[src/rtl/response_checker_pkg.sv]
// Shared types and helpers for the in-order response checker.
package response_checker_pkg;

  typedef enum logic [1:0] {
    ST_IDLE  = 2'd0,
    ST_RUN   = 2'd1,
    ST_DRAIN = 2'd2,
    ST_DONE  = 2'd3
  } chk_state_e;

  // Ceiling log2, used to size FIFO pointers from DEPTH.
  function automatic int unsigned log2c(input int unsigned v);
    int unsigned r;
    r = 0;
    for (int unsigned i = 0; i < 32; i++) begin
      if ((32'd1 << i) < v) r = i + 1;
    end
    return r;
  endfunction

  // Increment that sticks at the all-ones value of a w-bit counter (w <= 32).
  function automatic logic [31:0] sat_inc(input logic [31:0] v, input int unsigned w);
    logic [31:0] top;
    top = (w >= 32) ? '1 : ((32'd1 << w) - 32'd1);
    return (v >= top) ? top : v + 32'd1;
  endfunction

endpackage

[src/rtl/response_checker_sync_fifo.sv]
// Synchronous FIFO holding pending expected values; registered full/empty.
module sync_fifo
  import response_checker_pkg::*;
#(
  parameter int unsigned DATA_W = 8,
  parameter int unsigned DEPTH  = 8,
  localparam int unsigned AW    = log2c(DEPTH)
) (
  input  logic              clk,
  input  logic              rst_n,
  input  logic              clr,
  input  logic              push,
  input  logic [DATA_W-1:0] din,
  input  logic              pop,
  output logic [DATA_W-1:0] dout,
  output logic              full,
  output logic              empty,
  output logic [AW:0]       count
);

  logic [DATA_W-1:0] mem [DEPTH];
  logic [AW-1:0]     wptr;
  logic [AW-1:0]     rptr;
  logic              do_push;
  logic              do_pop;
  logic [AW:0]       count_nxt;

  // Qualify requests against the registered flags and form the next occupancy.
  always_comb begin
    do_push   = push && !full;
    do_pop    = pop && !empty;
    count_nxt = count + (AW+1)'(do_push) - (AW+1)'(do_pop);
  end

  // Pointers, occupancy and flags; clear has priority over push/pop.
  always_ff @(posedge clk or negedge rst_n) begin
    if (!rst_n) begin
      wptr  <= '0;
      rptr  <= '0;
      count <= '0;
      full  <= 1'b0;
      empty <= 1'b1;
    end else if (clr) begin
      wptr  <= '0;
      rptr  <= '0;
      count <= '0;
      full  <= 1'b0;
      empty <= 1'b1;
    end else begin
      if (do_push) wptr <= wptr + AW'(1);
      if (do_pop)  rptr <= rptr + AW'(1);
      count <= count_nxt;
      full  <= (count_nxt == (AW+1)'(DEPTH));
      empty <= (count_nxt == '0);
    end
  end

  // Storage write port.
  always_ff @(posedge clk) begin
    if (do_push && !clr) mem[wptr] <= din;
  end

  assign dout = mem[rptr];

endmodule

[config.mk]
export PLATFORM = sky130hd
export DESIGN_NAME = sync_fifo
export DESIGN_NICKNAME = d
export VERILOG_FILES = /design/src/rtl/response_checker_pkg.sv /design/src/rtl/response_checker_sync_fifo.sv
export SDC_FILE = /design/constraint.sdc
export NUM_CORES = 1
export LEC_CHECK = 0
export BUFFER_PORTS_ARGS = -buffer_cell sky130_fd_sc_hd__buf_2
export CAP_MARGIN = 20
export CORE_MARGIN = 4
export CORE_UTILIZATION = 30
export DETAILED_ROUTE_END_ITERATION = 12
export SYNTH_ARGS = -nofsm -noshare
export SYNTH_HDL_FRONTEND = slang
export SYNTH_SLANG_ARGS = --single-unit
export TNS_END_PERCENT = 100
[constraint.sdc]
create_clock -name clk -period 2.85 [get_ports clk]
set_input_delay 0.7125 -clock clk [delete_from_list [all_inputs] [get_ports clk]]
set_output_delay 0.7125 -clock clk [all_outputs]
set_load 0.005 [all_outputs]
# After elaboration in Yosys (flattened, before gate mapping)
# Memories as Yosys holds them, arrays and structs flattened.
# Index checks and enable logic that the tools add are counted.
dict set report op_classes {
  n_mux 9
  n_reduce_logical 9
  n_eq_ne 1
  n_addsub 4
}
# op n
set ops {}
lappend ops {{$mux 3} 4}
lappend ops {{$add 3x1->3 const B} 2}
lappend ops {{$add 4x1->4} 1}
lappend ops {{$eq 4x4->1 const B} 1}
lappend ops {{$logic_not 4->1} 1}
lappend ops {{$mux 1} 4}
lappend ops {{$mux 4} 1}
lappend ops {{$reduce_bool 2->1} 2}
lappend ops {{$sub 4x1->4} 1}
lappend ops {{$logic_and 1x1->1} 3}
lappend ops {{$logic_not 1->1} 3}
dict set report word_totals {
  in_bits 13
  wordCells 29
  output_inout_bits 14
  ram_bits 64
  ff_bits 12
  mem_count 1
}
# name depth word_bits read_ports rd_ports_with_merged_regs write_ports line_no
set mem_list {}
lappend mem_list {mem 8 8 1 0 1 response_checker_sync_fifo.sv:21} ;# logic [DATA_W-1:0] mem [DEPTH];

# Depth between registers and ports, before layout
# Gate-level depths: netlist of the first run.
dict set report depth {
  ltp_word 6
  ltp_mapped 8
  mapped_depth_nobuf 8
}

# Worst setup path before layout of the first run
# Ideal clock, no wire load.
dict set report synth_path {
  path_kind {input -> register}
  from {input port pop}
  to {register empty}
  path_stages 8
  t_arrival_ps 2214
  setup_time_ps 91
  slack_ps 545
  path_cell_list {nor2b_1 -> ha_1 -> inv_1 -> ha_1 -> fa_1 -> nor2_1 -> nand2_1 -> o31ai_1}
}
dict set report synth_between {
  elab_chain_cells 4
}
# element line_no
set synth_lines {}
lappend synth_lines {{start, declared} response_checker_sync_fifo.sv:14} ;# input logic pop,
lappend synth_lines {{$logic_and 1x1->1} response_checker_sync_fifo.sv:31} ;# do_pop = pop && !empty;
lappend synth_lines {{$sub 4x1->4} response_checker_sync_fifo.sv:32} ;# count_nxt = count + (AW+1)'(do_push) - (AW+1)'(do_pop);
lappend synth_lines {{$logic_not 4->1} response_checker_sync_fifo.sv:54} ;# empty <= (count_nxt == '0);
lappend synth_lines {{$mux 1} response_checker_sync_fifo.sv:43} ;# end else if (clr) begin
lappend synth_lines {{end signal, assigned} response_checker_sync_fifo.sv:54}
lappend synth_lines {{end, declared} response_checker_sync_fifo.sv:17} ;# output logic empty,
# No other way between the ends.
# A chain may end at the register's enable or synchronous reset.

# Worst setup path in the final report of the first run
dict set report layout_path {
  from {register rptr[0]}
  to {output port dout[5]}
}
dict set report layout_between {
  elab_chain_cells 1
}
# element line_no
set layout_lines {}
lappend layout_lines {{start, declared} response_checker_sync_fifo.sv:23} ;# logic [AW-1:0] rptr;
lappend layout_lines {{start signal, assigned} response_checker_sync_fifo.sv:51} ;# if (do_pop) rptr <= rptr + AW'(1);
lappend layout_lines {{$mem_v2 8x8} --}
lappend layout_lines {{end, declared} response_checker_sync_fifo.sv:15} ;# output logic [DATA_W-1:0] dout,
# No other way between the ends.

==> results of run 1 <==
## Yosys cell counts (2+ instances only)
cell type / count / area, um^2
and3_1: 2 / 12.5
ha_1: 6 / 75.1
mux2_2: 8 / 90.1
buf_1: 2 / 7.51
inv_1: 5 / 18.8
nand3b_1: 3 / 22.5
xor2_1: 3 / 26.3
xnor2_1: 3 / 26.3
mux4_1: 16 / 420
dfrtp_1: 11 / 275
nor2b_1: 3 / 18.8
nand2_1: 2 / 7.51
mux2i_1: 2 / 20.0
nor2_1: 14 / 52.6
nand2b_1: 3 / 18.8
a21oi_1: 2 / 10.0
edfxtp_1: 64 / 1920
nor3_1: 3 / 15.0
## final timing paths
check | start | cells after the start | endpoint
worst min register to register | rptr[1] | 2 | rptr[1]
worst max register to register | full | 8 | empty
max in group asynchronous | rst_n | 1 | empty
worst max-delay path | rptr[0] | 4 | dout[5]
worst min-delay path | rst_n | 1 | count[2]
min in group clk | rptr[1] | 2 | rptr[1]
## area by class of cell
| class | instances | area, um^2 | share of cell area (%) |
|---|---|---|---|
| tap | 136 | 170 | 4.62 |
| inverter | 5 | 18.8 | 0.510 |
| multi-input combinational | 77 | 876 | 23.8 |
| clock buffer | 9 | 124 | 3.37 |
| clock inverter | 6 | 56.3 | 1.53 |
| sequential | 76 | 2220 | 60.4 |
| timing repair buffer | 37 | 213 | 5.78 |
## kinds of logic after synthesis
logic type	share of synthesized area, %
adder cells (fa/ha/maj)	3.00
buffers and inverters	2.09
XOR/XNOR	1.66
AND/OR/NAND/NOR	5.45
flip-flops	70.2
multiplexers	16.8
AO/OA/AOI/OAI	0.791
## power by group
group | internal, uW | switching, uW
combinational | 345 | 332
sequential | 1300 | 48.6
clock | 392 | 369
## metal layers
metal  vias up  global-route usage, %  share of wire [%]
met2        20                   16.0                 51
met5         -                      0                  0
met3         9                   2.29                2.9
met1       757                   11.5                 44
met4         0                   5.42                2.2
li1        734                      -                  -
## stage by stage
step	setup WS (ns)	hold WS (ns)	instance area, um^2
finish	0.251	0.241	3680
global route	0.163	0.245	3680
CTS	0.214	0.239	3680
floorplan	0.545	0.417	3170
global placement	0.333	0.551	3500
detailed placement	0.251	0.552	3500
## worst max-delay path, stage by stage (launching register included)
cell and delay (ns):
dfrtp_1 0.35, buf_4 0.19, mux4_1 0.57, mux2_2 0.31
buf_2 0.13
## sequential cells by signal, indices dropped and copies added, names as in the netlist
signal	cells
mem	64
wptr	3
full	1
empty	1
rptr	3
count	4
==> reports/results.tsv, run 1 <==
metric	value	unit
setup_viol	0	
overflow	0	
power	2790	uW
numCtsBuffers	9	
outcome	completed	
tightest_slew	0.520	ns
grt_pass1_wl	8820	um
grt_max_degree	17	
post_cts_buffers	0	
rsz0062_at_grt	no	
instances_no_fill	346	
clk_pin_slew	0.07	ns
drive_gt1_share	28.6	%
synth-edff-count	64	
die_y	111	um
yosysWarnings	0	
relSlewSlack	65.4	%
worst-path-max-fanout	8	
die-width	111	um
cp_data_required_time	2.14	ns
cts_resized	0	
arrival	1.89	ns
path_class	flip-flop to primary output	
synthCells	164	
synth_nets	184	
finClkSkew	0.00444	ns
powerDensity	758	mW/mm^2
hold_violations	0	
gp_congestion	0.745	
endpoint_kind	primary output	
clockBufferDepth	2	
drv_slew	0	
grt_use_total	9.64	%
yosysSeqAreaShare	70.2	%
antenna_left	0	
ir_worst_vdd	0.347	mV
num_rows	37	
vias	1520	
final_cell_mix	edfxtp_1 (64), buf_2 (26), mux4_1 (16)	
synth-seq-cells	76	
core_area	0.0103	mm^2
htreeDepth	3	
finalCriticalPeriod	2.60	ns
syn_area	0.00317	mm^2
diodes	0	
wl	5580	um
post-place-cells	331	
yosysUniqueCellTypes	30	
ys.flop_type	edfxtp_1	
finalSetupTns	0	ns
fin_crit_sh	91.2	%
grt_pass1_vias	1661	
cts_sinks	76	
io_pins	27	
p_leak	0.00133	uW
first_pass_iters	4	
max_cap_viol_count	0	
fin_util	35.7	%
dpl.hpwl	3710	um
fmax	385	MHz
cp-start-kind	flip-flop	
cts_hold_buf	0	
drt_iter0_drc	48	
r2r_slack	0.67	ns
port-buffer-count	26	
die-area	0.0123	mm^2
cts_tree	done	
hold_path_class	input pin to asynchronous set/reset pin	
nFillCells	988	
start_util	30.7	%
synth_area_per_cell	19.3	um^2
wl_per_cell	16.1	um
drc_errors	0	
cts_root_buffer	clkbuf_8	
via_per_inst	4.39	
clkLatencyLatePin	0.34	ns
nets	226	
area_growth	16.3	%
antenna_found_initial	0	
layout_commonest_cell	edfxtp_1	
synthArstFlopShare	15.8	%
(Power assumes the default switching activity.)
==> run 2: changes to the inputs <==
--- a/config.mk
+++ b/config.mk
@@ -6,8 +6,7 @@
 export NUM_CORES = 1
 export LEC_CHECK = 0
 export BUFFER_PORTS_ARGS = -buffer_cell sky130_fd_sc_hd__buf_2
-export CAP_MARGIN = 20
-export CORE_MARGIN = 4
+export CORE_ASPECT_RATIO = 2
 export CORE_UTILIZATION = 30
 export DETAILED_ROUTE_END_ITERATION = 12
 export SYNTH_ARGS = -nofsm -noshare
==> run 2 against run 1 <==
  * Critical path type unchanged
  * Setup slack got worse by 0.091 ns
  * Clock skew fell by 0.00053 ns
  * Count of clock-buffer cells in the layout up 4
  * Global-route usage grew 1.9 points
==> reports/results.tsv, run 2 (synthesized netlist as in run 1, its figures left out) <==
metric	value	unit
outcome	completed	
p_comb_share	20.5	%
num_rows	52	
setup_viol	0	
grt_use_total	11.6	%
fmax	372	MHz
grt_pass1_wl	8750	um
cts_hold_buf	0	
wl_per_cell	16.3	um
largestRegisters	mem x64, count x4	
cts_resized	0	
largest_reg_flops	64	
layout_commonest_cell	edfxtp_1	
gp_congestion	0.697	
grt_pass1_vias	1697	
die-width	74.6	um
fin_crit_sh	94.4	%
path_class	flip-flop to primary output	
port-buffer-count	26	
cts_tree	done	
die-area	0.0110	mm^2
io_pins	27	
finClkSkew	0.00391	ns
drc_errors	0	
arrival	1.98	ns
cp-start-kind	flip-flop	
switching_share	23.8	%
area_growth	21.3	%
core_area	0.0102	mm^2
diodes	0	
finalSetupTns	0	ns
clockBufferDepth	2	
finalCriticalPeriod	2.69	ns
dpl.hpwl	3950	um
path_cells	buf_4, mux4_1, mux2_2, buf_2	
p_leak	0.00140	uW
fin_util	37.6	%
worst-path-max-fanout	18	
hold_violations	0	
slowest_delay	0.63	ns
cts_sinks	76	
antenna_left	0	
power_switching	778	uW
max_cap_viol_count	0	
numCtsBuffers	9	
die_y	147	um
powerDensity	851	mW/mm^2
drive_gt1_share	28.9	%
relSlewSlack	57.4	%
rsz0062_at_grt	no	
cp_data_required_time	2.14	ns
wl	5640	um
tightest_slew	0.634	ns
clkPwrFrac	38.0	%
htreeDepth	3	
cpMaxStageDelayCell	mux4_1	
final_cell_mix	edfxtp_1 (64), buf_2 (26), mux4_1 (16)	
overflow	0	
instances_no_fill	346	
cts_root_buffer	clkbuf_16	
power.share.sequential	41.5	%
grt_max_degree	19	
antenna_found_initial	0	
nets	226	
hold_path_class	input pin to asynchronous set/reset pin	
clk_pin_slew	0.05	ns
clkLatencyLatePin	0.33	ns
endpoint_kind	primary output	
first_pass_iters	4	
via_per_inst	4.49	
start_util	31.0	%
largest_register	mem	
drv_slew	0	
p_int	2490	uW
ir_worst_vdd	0.669	mV
post-place-cells	330	
drt_iter0_drc	47	
vias	1552	
post_cts_buffers	0	
power	3270	uW
run 2: layer usage:
| layer | global-route usage (%) | wire [um] |
|---|---|---|
| met1 | 11.0 | 1940 |
| met2 | 20.9 | 3330 |
| met3 | 2.61 | 211 |
| met4 | 7.74 | 156 |
| met5 | 0 | 0 |
run 2: worst paths after layout:
check | start | to | slack [ns] | cells after the start
max | rptr[0] | dout[7] | 0.16 | 4
min | rst_n | count[1] | 0.26 | 1
max reg2reg | full | empty | 0.69 | 8
min reg2reg | wptr[0] | wptr[0] | 0.60 | 2
max in group asynchronous | rst_n | empty | 2.32 | 1
min in group clk | wptr[0] | wptr[0] | 0.60 | 2
run 2: layout make-up:
class | instances | area, um^2
clock buffer | 13 | 270
clock inverter | 3 | 68.8
fill | 965 | 6380
inverter | 5 | 18.8
multi-input combinational | 77 | 876
sequential | 76 | 2220
tap | 135 | 169
timing repair buffer | 37 | 213
run 2: power groups by stage:
stage / Combinational, uW / Clock, uW / Sequential, uW
detailed placement: 687 / 0 / 1380
finish: 671 / 1240 / 1350
CTS: 693 / 1260 / 1360
global route: 750 / 1290 / 1370
global placement: 675 / 0 / 1380
floorplan: 490 / 0 / 1370
run 2: worst max-delay path: cells and delay by family (launching register included):
kind / cells / cell delay [ns]
multiplexers: 2 / 0.91
flip-flops: 1 / 0.32
buffers and inverters: 2 / 0.42
run 2: per-stage QoR:
step | hold slack (ns) | worst slack, ns | instance area [um^2]
3_3_place_gp | 0.563 | 0.395 | 3500
6_report | 0.256 | 0.160 | 3840
5_1_grt | 0.268 | 0.0632 | 3840
4_1_cts | 0.259 | 0.0950 | 3840
3_5_place_dp | 0.580 | 0.355 | 3500
2_1_floorplan | 0.417 | 0.545 | 3170
